**config.mk**
```make
export PLATFORM = sky130hd
export DESIGN_NAME = uart_tx_fifo_flat
export DESIGN_NICKNAME = d
export VERILOG_FILES = /design/src/rtl/uart_tx_fifo_if.sv /design/src/rtl/uart_tx_fifo.sv /design/src/flat_wrapper.sv
export SDC_FILE = /design/constraint.sdc
export NUM_CORES = 1
export LEC_CHECK = 0
export ABC_AREA = 1
export CAP_MARGIN = 20
export CORE_MARGIN = 5
export CORE_UTILIZATION = 58
export DETAILED_ROUTE_END_ITERATION = 8
export PLACE_DENSITY_LB_ADDON = 0.25
export SLEW_MARGIN = 30
export SYNTH_ARGS = -nofsm -noshare
export SYNTH_HDL_FRONTEND = slang
export SYNTH_SLANG_ARGS = --single-unit
```
**constraint.sdc**
```tcl
create_clock -name clk -period 5.4 [get_ports clk]
set_clock_uncertainty 0.05 [all_clocks]
set_input_delay 0.81 -clock clk [delete_from_list [all_inputs] [get_ports clk]]
set_output_delay 0.81 -clock clk [all_outputs]
set_load 0.01 [all_outputs]
```
**src/rtl/uart_tx_fifo_if.sv**
```systemverilog
// Write-side handshake bundle for uart_tx_fifo: valid/ready plus the data word.
interface uart_tx_fifo_if #(
  parameter int DATA_BITS = 8
);
  logic                 tx_valid;
  logic                 tx_ready;
  logic [DATA_BITS-1:0] d_in;

  modport master (output tx_valid, output d_in, input tx_ready);
  modport slave  (input tx_valid, input d_in, output tx_ready);
endinterface

```
**src/rtl/uart_tx_fifo.sv**
```systemverilog
// UART transmitter fed by a small FIFO. Frames are start, DATA_BITS data bits
// LSB-first, optional even/odd parity, then one or two stop bits. Bit timing
// advances on an external baud tick, OVERSAMPLE ticks per bit.
module uart_tx_fifo #(
  parameter int OVERSAMPLE = 16,
  parameter int DATA_BITS  = 8,
  parameter int FIFO_DEPTH = 4
) (
  input  logic                            clk,
  input  logic                            reset,
  input  logic                            b_tick,
  uart_tx_fifo_if.slave                   wr,
  input  logic [1:0]                      parity_mode,
  input  logic                            stop2,
  output logic                            tx,
  output logic                            tx_done,
  output logic                            busy,
  output logic [$clog2(FIFO_DEPTH+1)-1:0] fifo_count
);

  localparam int CW = $clog2(FIFO_DEPTH + 1);
  localparam int PW = $clog2(FIFO_DEPTH);
  localparam int TW = $clog2(OVERSAMPLE);
  localparam int BW = $clog2(DATA_BITS);

  typedef enum logic [2:0] {IDLE, START, DATA, PARITY, STOP} state_t;

  state_t               state, state_n;
  logic [DATA_BITS-1:0] mem [FIFO_DEPTH];
  logic [PW-1:0]        wr_ptr, rd_ptr;
  logic [DATA_BITS-1:0] shift;
  logic [TW-1:0]        tick_cnt;
  logic [BW-1:0]        bit_cnt;
  logic                 par_en_l, stop2_l, parity_bit;
  logic                 push, pop, bit_end, last_data, last_stop;

  assign wr.tx_ready = (fifo_count < CW'(FIFO_DEPTH));
  assign push        = wr.tx_valid && wr.tx_ready;
  assign pop         = (state == IDLE) && (fifo_count != '0);
  assign bit_end     = b_tick && (tick_cnt == TW'(OVERSAMPLE - 1));
  assign last_data   = (bit_cnt == BW'(DATA_BITS - 1));
  assign last_stop   = (bit_cnt == BW'(stop2_l));

  // FIFO storage; contents need no reset since count gates every read.
  always_ff @(posedge clk) begin
    if (push) mem[wr_ptr] <= wr.d_in;
  end

  // FIFO pointers and occupancy; simultaneous push and pop leave count unchanged.
  always_ff @(posedge clk) begin
    if (reset) begin
      wr_ptr     <= '0;
      rd_ptr     <= '0;
      fifo_count <= '0;
    end else begin
      if (push) wr_ptr <= wr_ptr + PW'(1);
      if (pop)  rd_ptr <= rd_ptr + PW'(1);
      case ({push, pop})
        2'b10:   fifo_count <= fifo_count + CW'(1);
        2'b01:   fifo_count <= fifo_count - CW'(1);
        default: ;
      endcase
    end
  end

  // Frame state register.
  always_ff @(posedge clk) begin
    if (reset) state <= IDLE;
    else       state <= state_n;
  end

  // Next-state selection from the current bit position and latched framing.
  always_comb begin
    state_n = state;
    case (state)
      IDLE:    if (pop) state_n = START;
      START:   if (bit_end) state_n = DATA;
      DATA:    if (bit_end && last_data) state_n = par_en_l ? PARITY : STOP;
      PARITY:  if (bit_end) state_n = STOP;
      STOP:    if (bit_end && last_stop) state_n = IDLE;
      default: state_n = IDLE;
    endcase
  end

  // Datapath: pop and latch framing in IDLE, then shift out bits on each bit end.
  always_ff @(posedge clk) begin
    if (reset) begin
      tick_cnt   <= '0;
      bit_cnt    <= '0;
      shift      <= '0;
      par_en_l   <= 1'b0;
      stop2_l    <= 1'b0;
      parity_bit <= 1'b0;
      tx         <= 1'b1;
      tx_done    <= 1'b0;
    end else begin
      tx_done <= 1'b0;
      if (state == IDLE) begin
        tick_cnt <= '0;
        bit_cnt  <= '0;
        tx       <= 1'b1;
        if (pop) begin
          shift      <= mem[rd_ptr];
          par_en_l   <= (parity_mode == 2'b01) || (parity_mode == 2'b10);
          stop2_l    <= stop2;
          parity_bit <= (^mem[rd_ptr]) ^ (parity_mode == 2'b10);
          tx         <= 1'b0;
        end
      end else if (b_tick) begin
        if (!bit_end) begin
          tick_cnt <= tick_cnt + TW'(1);
        end else begin
          tick_cnt <= '0;
          case (state)
            START: tx <= shift[0];
            DATA: begin
              shift <= shift >> 1;
              if (last_data) begin
                bit_cnt <= '0;
                tx      <= par_en_l ? parity_bit : 1'b1;
              end else begin
                bit_cnt <= bit_cnt + BW'(1);
                tx      <= shift[1];
              end
            end
            PARITY: begin
              bit_cnt <= '0;
              tx      <= 1'b1;
            end
            STOP: begin
              tx <= 1'b1;
              if (last_stop) tx_done <= 1'b1;
              else           bit_cnt <= bit_cnt + BW'(1);
            end
            default: ;
          endcase
        end
      end
    end
  end

  // Status outputs derived from registered state.
  always_comb begin
    busy = (state != IDLE);
  end

endmodule

```
**src/flat_wrapper.sv**
```systemverilog
// flat-port wrapper written by rule: the top's interface ports become plain ports
module uart_tx_fifo_flat 
#(
  parameter int OVERSAMPLE = 16,
  parameter int DATA_BITS  = 8,
  parameter int FIFO_DEPTH = 4
)
  (clk, reset, b_tick, parity_mode, stop2, tx, tx_done, busy, fifo_count, wr_tx_valid, wr_d_in, wr_tx_ready);
  uart_tx_fifo_if #(.DATA_BITS(DATA_BITS)) wr_i ();
  input  logic clk;
  input  logic reset;
  input  logic b_tick;
  input  logic [1:0] parity_mode;
  input  logic stop2;
  output logic tx;
  output logic tx_done;
  output logic busy;
  output logic [$clog2(FIFO_DEPTH+1)-1:0] fifo_count;
  input wire logic [$bits(wr_i.tx_valid)-1:0] wr_tx_valid;
  input wire logic [$bits(wr_i.d_in)-1:0] wr_d_in;
  output wire logic [$bits(wr_i.tx_ready)-1:0] wr_tx_ready;
  assign wr_i.tx_valid = wr_tx_valid;
  assign wr_i.d_in = wr_d_in;
  assign wr_tx_ready = wr_i.tx_ready;
  uart_tx_fifo #(.OVERSAMPLE(OVERSAMPLE), .DATA_BITS(DATA_BITS), .FIFO_DEPTH(FIFO_DEPTH)) u_core (.clk(clk), .reset(reset), .b_tick(b_tick), .wr(wr_i), .parity_mode(parity_mode), .stop2(stop2), .tx(tx), .tx_done(tx_done), .busy(busy), .fifo_count(fifo_count));
endmodule
```
# Yosys cells after proc, flatten, opt, wreduce, memory -nomap -nowiden
# Memory sizes are Yosys's and may differ from the RTL's. A register that Yosys moved wholly into a read port is not among the register bits.
# Index checks and enable logic that the tools add are counted.
# totals
input_bits	15
out_inout_bits	7
mem_count	1
ff_bits	30
elab_cells	94
ramBits	32
# classes
order_cmp	1
muxes	29
reduce_logical	24
eq_ne	17
bitwise	4
add_sub_neg	6
# memory_table
memory	words	width	rd	rd_clocked_by_memory_dff	wr	line	text
u_core.mem	4	8	1	1	1	uart_tx_fifo.sv:29	logic [DATA_BITS-1:0] mem [FIFO_DEPTH];
# ops
operator	n
$mux 8	5
$mux 3	8
$pmux 3 s5	1
$ne 2x1->1 const B	5
$mux 1	9
$pmux 3 s3	1
$reduce_bool 3->1	3
$reduce_and 4->1	2
$reduce_bool 2->1	4
$reduce_xor 8->1	1
$add 3x1->3 const B	2
$eq 3x2->1 const B	2
$eq 3x3->1 const B	2
$pmux 3 s2	1
$logic_and 1x1->1	5
$reduce_and 5->1	1
$reduce_or 5->1	1
$add 2x1->2 const B	2
$add 4x1->4 const B	1
$eq 2x1->1 const B	2
$eq 2x2->1 const B	2
$eq 4x4->1 const B	1
$mux 2	2
$mux 4	1
other kinds (14)	17

# Depth between registers and ports, before layout
# Gate-level depths: netlist (run 1).
# depth
ltp_word	6
mapped_depth	16
ltp_nobuf	15

# Worst setup path after synthesis (run 1)
# Ideal clock, no wire load.
# synth_path
kind	input to register
start	input port wr_tx_valid
end	register u_core.fifo_count[2]
setup_ns	0.123
slack_ns	3.251
required_time_ns	5.227
arrival_time_ns	1.976
cell_stages	8
path_buffers	0
cell_sequence	nand2_1 -> ha_1 -> inv_1 -> fa_1 -> a21oi_1 -> o21ai_0 -> o21ai_0 -> a21oi_1
# synth_via
elab_chain_cells	3
elab_cells_between_ends	5
cone_classes	2 x eq/ne; 1 x mux; 2 x reduce/logical
# synth_lines
element	line	text
start: declaration	flat_wrapper.sv:19	input wire logic [$bits(wr_i.tx_valid)-1:0] wr_tx_valid;
$logic_and 1x1->1 *	uart_tx_fifo.sv:38	assign push = wr.tx_valid && wr.tx_ready;
$eq 2x1->1 or $eq 2x2->1 (tied branches)	uart_tx_fifo.sv:58	case ({push, pop})
$pmux 3 s2 or $reduce_bool 2->1 (tied branches)	-	
end signal: assignment	uart_tx_fifo.sv:59	2'b10: fifo_count <= fifo_count + CW'(1);
end signal: assignment	uart_tx_fifo.sv:60	2'b01: fifo_count <= fifo_count - CW'(1);
end: declaration	uart_tx_fifo.sv:18	output logic [$clog2(FIFO_DEPTH+1)-1:0] fifo_count
# Mark *: on every way between the ends. The rest lies on a longest branch, timed or not.
# A chain may end at the register's enable or synchronous reset.

# Worst setup path in the final report (run 1)
# layout_path
start	register u_core.state[0]
end	register u_core.fifo_count[2]
# layout_via
elab_chain_cells	4
elab_cells_between_ends	6
cone_classes	2 x eq/ne; 1 x mux; 3 x reduce/logical
# layout_lines
element	line	text
start: declaration	uart_tx_fifo.sv:28	state_t state, state_n;
start signal: assignment	uart_tx_fifo.sv:69	else state <= state_n;
$logic_not 3->1 *	uart_tx_fifo.sv:39	assign pop = (state == IDLE) && (fifo_count != '0);
$logic_and 1x1->1 *	uart_tx_fifo.sv:39	
$eq 2x1->1 or $eq 2x2->1 (tied branches)	uart_tx_fifo.sv:58	
$pmux 3 s2 or $reduce_bool 2->1 (tied branches)	-	
# Marked as above.

==> summary.md, run 1 <==
| Metric | Value |
|---|---|
| Total power per unit cell area | slightly below 500 nW/µm² |
| Max Cap Viol | 0 |
| Crit path capture type | flop |
| Setup TNS | 0 ns |
| Post-route ant nets | 0 |
| Setup crit start | u_core.state[0] |
| RSZ-0062 raised after global routing | false |
| CTS tree | done |
| Async SR Flop Fraction | 0 |
| Fraction of layout instances using a drive strength above 1 | 0.114 |
| Fill cells | 448 |
| CTS clk-pin slew, worst paths | 0.07 ns |
| Crit start category | flop |
| RR Startpoint | u_core.state[0] |
| Register area | 1600 µm² |
| Max Freq | 0.367 GHz |
| Largest net degree at the start of global routing | 20 |
| Crit-path max FO | 14 |
| H-tree levels | 3 |
| Setup bufs post-CTS | 0 |
| Routed len/inst | roughly 13 µm |
| Worst IR drop on VDD | 0.310 mV |
| Die Footprint | 7090 µm² |
| Synth warnings | 0 |
| Rows | 27 |
| Chip width | 84.2 µm |
| Worst-Margin Slew | between 0.8 and 0.9 ns |
| First-pass GRT wire length | 10400 µm |
| Post-CTS Resized | 0 |
| Seq/Total Area, Yosys | 0.502 |
| CP arrival | about 2.9 ns |
| Crit path cell chain | nor2_1, nand2_1, nor2_2, ha_1, inv_1, fa_1, a21oi_1, o21ai_0, o21ai_0, a21oi_1 |
| Most frequent cell after synthesis | nand2_1 |
| Cells on worst reg2reg path | 10 |
| Crit path to | u_core.fifo_count[2] |
| Met2 WL | about 3000 µm |
| Post-CTS Hold Buffers | 0 |
| Ports | 22 |
| Post-Route WL | 6050 µm |
| Initial Utilization | 0.587 |
| Capture point of the worst reg-to-reg path | u_core.fifo_count[2] |
| Routed vias | 2449 |
| Leading cell types by count after synthesis | nand2_1, inv_1, dfxtp_1, edfxtp_1, a21oi_1 |
| Top sig layer | met4 |
| Reg-to-reg slack, setup | about 2.7 ns |
| Post-synth EDFFs | 32 |
| Final Util | 0.663 |
| Grt ovf | 0 |
| CTS Buffer Depth | 2 |
| Dpl cell area | 3410 µm² |
| Vias in the first global route | approximately 2500 |
| Initial antenna violation count | 0 |
| DPL Wire Length | 4340 µm |
| Iteration-0 DRC Markers | 137 |
| Status | finished clean |
| Slew HR | 0.453 |
| Largest cells by area after synthesis | edfxtp_1, dfxtp_1, nand2_1 |
| Design Power | 1.75 mW |
| Slowest cell on the critical path | nor2_2 |
| Area leader, netlist | edfxtp_1 |
| Seq cells post-synth | 64 |
| Worst hold path type | reg2reg |
| Final Hold Fails | 0 |
| P&R area growth vs syn | 13.0% |
| Clk sinks | 64 |
| Critical path type | reg2reg |
| Area of the multi-input gates | 1350 µm² |
| Core Area | 5440 µm² |
| Post-synth top area share | 0.301 |
| CP max stage delay | 0.53 ns |
| Final Net Count | 424 |
| Die H | between 80 and 90 µm |
| Mapped Cells | approximately 380 |
| Fin crit share | 0.505 |
| TritonCTS buffer count | 9 |
| CP required | 5.58 ns |
| DR WL met3 | 312 µm |
| Mapped Area | about 3200 µm² |
| Synth Flop Type | edfxtp_1 |
| # port buffers | 21 |
| Drc violations | 0 |
| Fin area | roughly 3600 µm² |
| DR vias/cell | ~5.1 |
| All-Layer GR Usage | 0.184 |
| Final cell count without fillers | about 480 |
| Routability cong. | approximately 0.81 |
| Fin. max-slew vios | 0 |
| Syn_nets | 401 |
| Latest clock arrival within the worst-skew pair | 0.34 ns |
| Ant diodes | 0 |
| Minimum clock period | 2.73 ns |
| Count of cell types in the netlist | 32 |
| CTS Root Cell | clkbuf_8 |
| Endpoints failing setup | 0 |
| Placed insts | 460 |
| Initial DRT Pass Iterations | 4 |
| Mean Syn Cell Area | around 8.5 µm² |
| Wire length on met1 | around 2600 µm |
| Leak pwr | 1.52 nW |
power breakdown:
part	internal, mW	total, mW	switching [mW]	leakage [nW]
Combinational	0.242	0.693	0.451	0.868
Sequential	0.594	0.660	0.0654	0.556
Clock	0.213	0.402	0.189	0.0933
through the flow:
| stage | hold slack (ns) | worst slack [ns] |
|---|---|---|
| finish | 0.417 | 2.67 |
| global route | 0.449 | 2.52 |
| floorplan | 0.384 | 3.25 |
| detailed placement | 0.413 | 2.60 |
| CTS | 0.418 | 2.69 |
| global placement | 0.402 | 2.75 |
worst min-delay path by stage:
stage / endpoint / from / slack [ns] / depth (start not counted)
finish: flop / u_core.rd_ptr[1] / 0.42 / 2
global route: u_core.rd_ptr[0] / u_core.rd_ptr[0] / 0.45 / 1
CTS: flop / u_core.rd_ptr[1] / 0.42 / 2
detailed placement: u_core.rd_ptr[1] / u_core.rd_ptr[1] / 0.41 / 2
global placement: u_core.rd_ptr[0] / u_core.rd_ptr[0] / 0.40 / 1
floorplan: u_core.shift[7] / u_core.shift[7] / 0.38 / 2
logic make-up after synthesis:
kind of cell | after synthesis | synth area share
AO/OA/AOI/OAI | 57 | 0.0956
XOR/XNOR | 2 | 0.00549
adder cells (fa/ha/maj) | 10 | 0.0415
buffers and inverters | 51 | 0.0772
flip-flops | 64 | 0.502
multiplexers | 1 | 0.00313
AND/OR/NAND/NOR | 191 | 0.275
per-layer routing:
layer  vias to the layer above  GRT usage
met5                         -          0
met4                         0     0.0614
met3                        12     0.0726
met2                        58      0.318
met1                      1098      0.207
li1                       1281          -
cell type report:
type                       instances  share of cell area
inverter                          42              0.0458
clock inverter                     7              0.0198
tap                               72              0.0250
sequential                        64               0.444
clock buffer                       9              0.0343
multi-input combinational        261               0.373
timing repair buffer              21              0.0583
sequential cells by signal, summed over array words and instances (netlist names), named ones only:
register / count
u_core.parity_bit: 1
u_core.bit_cnt: 3
u_core.shift: 8
u_core.mem: 32
u_core.fifo_count: 3
u_core.par_en_l: 1
u_core.wr_ptr: 2
u_core.stop2_l: 1
u_core.tx_done: 1
u_core.rd_ptr: 2
u_core.state: 3
u_core.tick_cnt: 4
u_core.tx: 1
critical path, delay by kind of cell, from the launching register on:
| family | cells | cell delay [ns] |
|---|---|---|
| simple gates | 3 | 1.02 |
| fa+ha+maj | 2 | 0.63 |
| compound gates | 4 | 0.51 |
| flops | 1 | 0.34 |
| buf+inv | 1 | 0.07 |
cell usage in the layout, fill, tap and decap left out:
master,instances
clkinv_1,1
inv_2,3
nand2_4,8
nand3b_1,1
dfxtp_1,32
o22ai_1,1
nor3_1,4
nand2_1,114
inv_6,1
nand3_1,23
nor3_2,1
nor2_1,20
clkbuf_8,9
inv_8,1
bufinv_16,1
clkinv_2,1
nor3b_1,1
edfxtp_1,32
mux2i_1,1
o21ai_0,20
clkinv_4,1
ha_1,9
nand3_2,2
o211ai_1,3
a21oi_1,25
fa_1,1
nand2_2,13
a211oi_1,1
nand4_1,1
clkdlybuf4s50_1,21
inv_1,38
xor2_1,2
a31oi_1,7
nor2_2,3
clkinvlp_4,2
Power figures use the tool's default switching activity.
==> run 2: changes to the inputs <==
--- a/config.mk
+++ b/config.mk
@@ -8,7 +8,7 @@
 export ABC_AREA = 1
 export CAP_MARGIN = 20
 export CORE_MARGIN = 5
-export CORE_UTILIZATION = 58
+export CORE_UTILIZATION = 53
 export DETAILED_ROUTE_END_ITERATION = 8
 export PLACE_DENSITY_LB_ADDON = 0.25
 export SLEW_MARGIN = 30
==> constraint.sdc (replaced) <==
create_clock -name clk -period 2.5 [get_ports clk]
set_clock_uncertainty 0.05 [all_clocks]
set_input_delay 0.375 -clock clk [delete_from_list [all_inputs] [get_ports clk]]
set_output_delay 0.375 -clock clk [all_outputs]
set_load 0.01 [all_outputs]
==> run 2 against run 1 <==
Effect of this change: global-route usage is 1.5 points lower; critical endpoint is now busy; core utilization is 3.9 points lower; setup slack worse by 2.3 ns; critical path type is now reg2out; design area is 1.9% higher; count of clock-buffer cells in the layout is 4 higher; largest cell class unchanged; total power is 120% higher; wire length is 2.4% lower; highest routed layer unchanged; combinational power is 130% higher; register-to-register slack worse by 2.2 ns.
==> summary.md, run 2 (same netlist as run 1, synthesis figures left out) <==
| Metric | Value |
|---|---|
| P&R area growth vs syn | 15.1% |
| DR vias/cell | 5.04 |
| Commonest non-fill, non-tap cells in the layout | nand2_1, inv_1, dfxtp_1, edfxtp_1, a21oi_1 |
| CTS tree | done |
| CTS Buffer Depth | 2 |
| Fraction of layout instances using a drive strength above 1 | 0.133 |
| Hold Slack | 0.410 ns |
| RSZ-0062 raised after global routing | false |
| CTS Root Cell | clkbuf_8 |
| Final Hold Fails | 0 |
| Critical path type | reg2out |
| Post-CTS Resized | 0 |
| Minimum clock period | 2.11 ns |
| Commonest non-fill, non-tap cell in the layout | nand2_1 |
| TritonCTS buffer count | 9 |
| Ant diodes | 0 |
| Total power per unit cell area | ~1000 nW/µm² |
| CP max stage delay | 0.48 ns |
| Crit start category | flop |
| Max Freq | 0.475 GHz |
| Initial DRT Pass Iterations | 4 |
| Max Cap Viol | 0 |
| Fin crit share | 0.843 |
| Largest net degree at the start of global routing | 20 |
| Latest clock arrival within the worst-skew pair | 0.34 ns |
| Core Area | 5890 µm² |
| Fin. max-slew vios | 0 |
| Ports | 22 |
| Final Net Count | 434 |
| DPL Wire Length | 4230 µm |
| Iteration-0 DRC Markers | roughly 140 |
| CP arrival | approximately 1.7 ns |
| Crit-path max FO | 12 |
| Max FFs per register | 32 |
| CP top delay family | buffers and inverters |
| Register area | 1600 µm² |
| Post-route ant nets | 0 |
| Slew HR | 0.802 |
| Crit path capture type | primary output |
| # port buffers | 21 |
| Status | finished clean |
| Reg-to-reg slack, setup | 0.47 ns |
| First-pass GRT wire length | 10100 µm |
| Fill cells | 506 |
| Worst hold path type | reg2reg |
| Routed vias | around 2500 |
| Vias in the first global route | 2276 |
| Routability cong. | roughly 0.86 |
| CP required | 2.08 ns |
| Post-CTS Hold Buffers | 0 |
| Grt ovf | 0 |
| Die Footprint | approximately 7700 µm² |
| All-Layer GR Usage | 0.169 |
| Worst-Margin Slew | about 0.3 ns |
| Initial Utilization | 0.543 |
| Die H | 87.6 µm |
| Setup bufs post-CTS | 0 |
| Rows | 28 |
| Buf/Inv on CP | 2 |
| Setup TNS | 0 ns |
| Initial antenna violation count | 0 |
| Largest reg by FF count | u_core.mem |
| H-tree levels | 3 |
| Post-Route WL | 5910 µm |
| Slowest cell on the critical path | clkdlybuf4s50_1 |
| CTS clk-pin slew, worst paths | about 0.07 ns |
| Routed len/inst | 12.1 µm |
| Drc violations | 0 |
| Crit path cell chain | nor2_1, nand2_1, buf_4, clkdlybuf4s50_1 |
| Leak pwr | 1.57 nW |
| Chip width | between 80 and 90 µm |
| Worst IR drop on VDD | 0.464 mV |
| Largest regs | u_core.mem (32), u_core.shift (8), u_core.tick_cnt (4) |
| Endpoints failing setup | 0 |
| Clk sinks | between 60 and 70 |
| Area of the multi-input gates | 1350 µm² |
run 2: changes by cell type in the layout (fill, tap and decap cells not counted), sizes merged:
cell      previous run  this run
bufinv               1         0
clkbuf               9        13
buf                  0        10
inv                 43        42
clkinvlp             2         0
run 2: routing by layer:
metal	global-route usage	share of wire	vias up
li1	-	-	1301
met4	0.0767	0.013	0
met2	0.254	0.45	32
met5	0	0	-
met1	0.231	0.50	1125
met3	0.0414	0.032	8
run 2: power by group:
part	switching [mW]	leakage, nW	internal [mW]
sequential	0.0984	0.556	1.28
clock	0.392	0.0983	0.443
combinational	1.02	0.919	0.578
run 2: area by class of cell:
type                       count  share of cell area
clock inverter                 3             0.00408
timing repair buffer          31              0.0776
clock buffer                  13              0.0463
sequential                    64               0.436
inverter                      42              0.0449
tap                           75              0.0255
multi-input combinational    261               0.366
run 2: worst register-to-register path: cells and delay by family (launching register included):
family | cells | cell delay (ns)
AO/OA/AOI/OAI | 4 | 0.45
flip-flops | 1 | 0.34
adder cells (fa/ha/maj) | 2 | 0.53
AND/OR/NAND/NOR | 3 | 0.48
buffers and inverters | 1 | 0.06
run 2: path summary, 6_finish.rpt:
check | from | to | cells past startpoint
worst max-delay path | u_core.state[0] | busy | 4
worst min-delay path | u_core.rd_ptr[1] | flop | 2
worst max register to register | u_core.state[0] | u_core.fifo_count[2] | 10
worst min register to register | u_core.rd_ptr[1] | flop | 2
run 2: through the flow:
stage	setup slack (ns)	cells	cell area [µm²]	power (mW)	util
floorplan	0.440	376	3190	2.64	-
global placement	0.445	473	3490	2.96	0.593
detailed placement	0.398	473	3490	3.00	0.593
CTS	0.387	489	3680	3.84	0.625
global route	0.276	489	3680	4.13	0.625
finish	0.394	489	3680	3.81	0.625
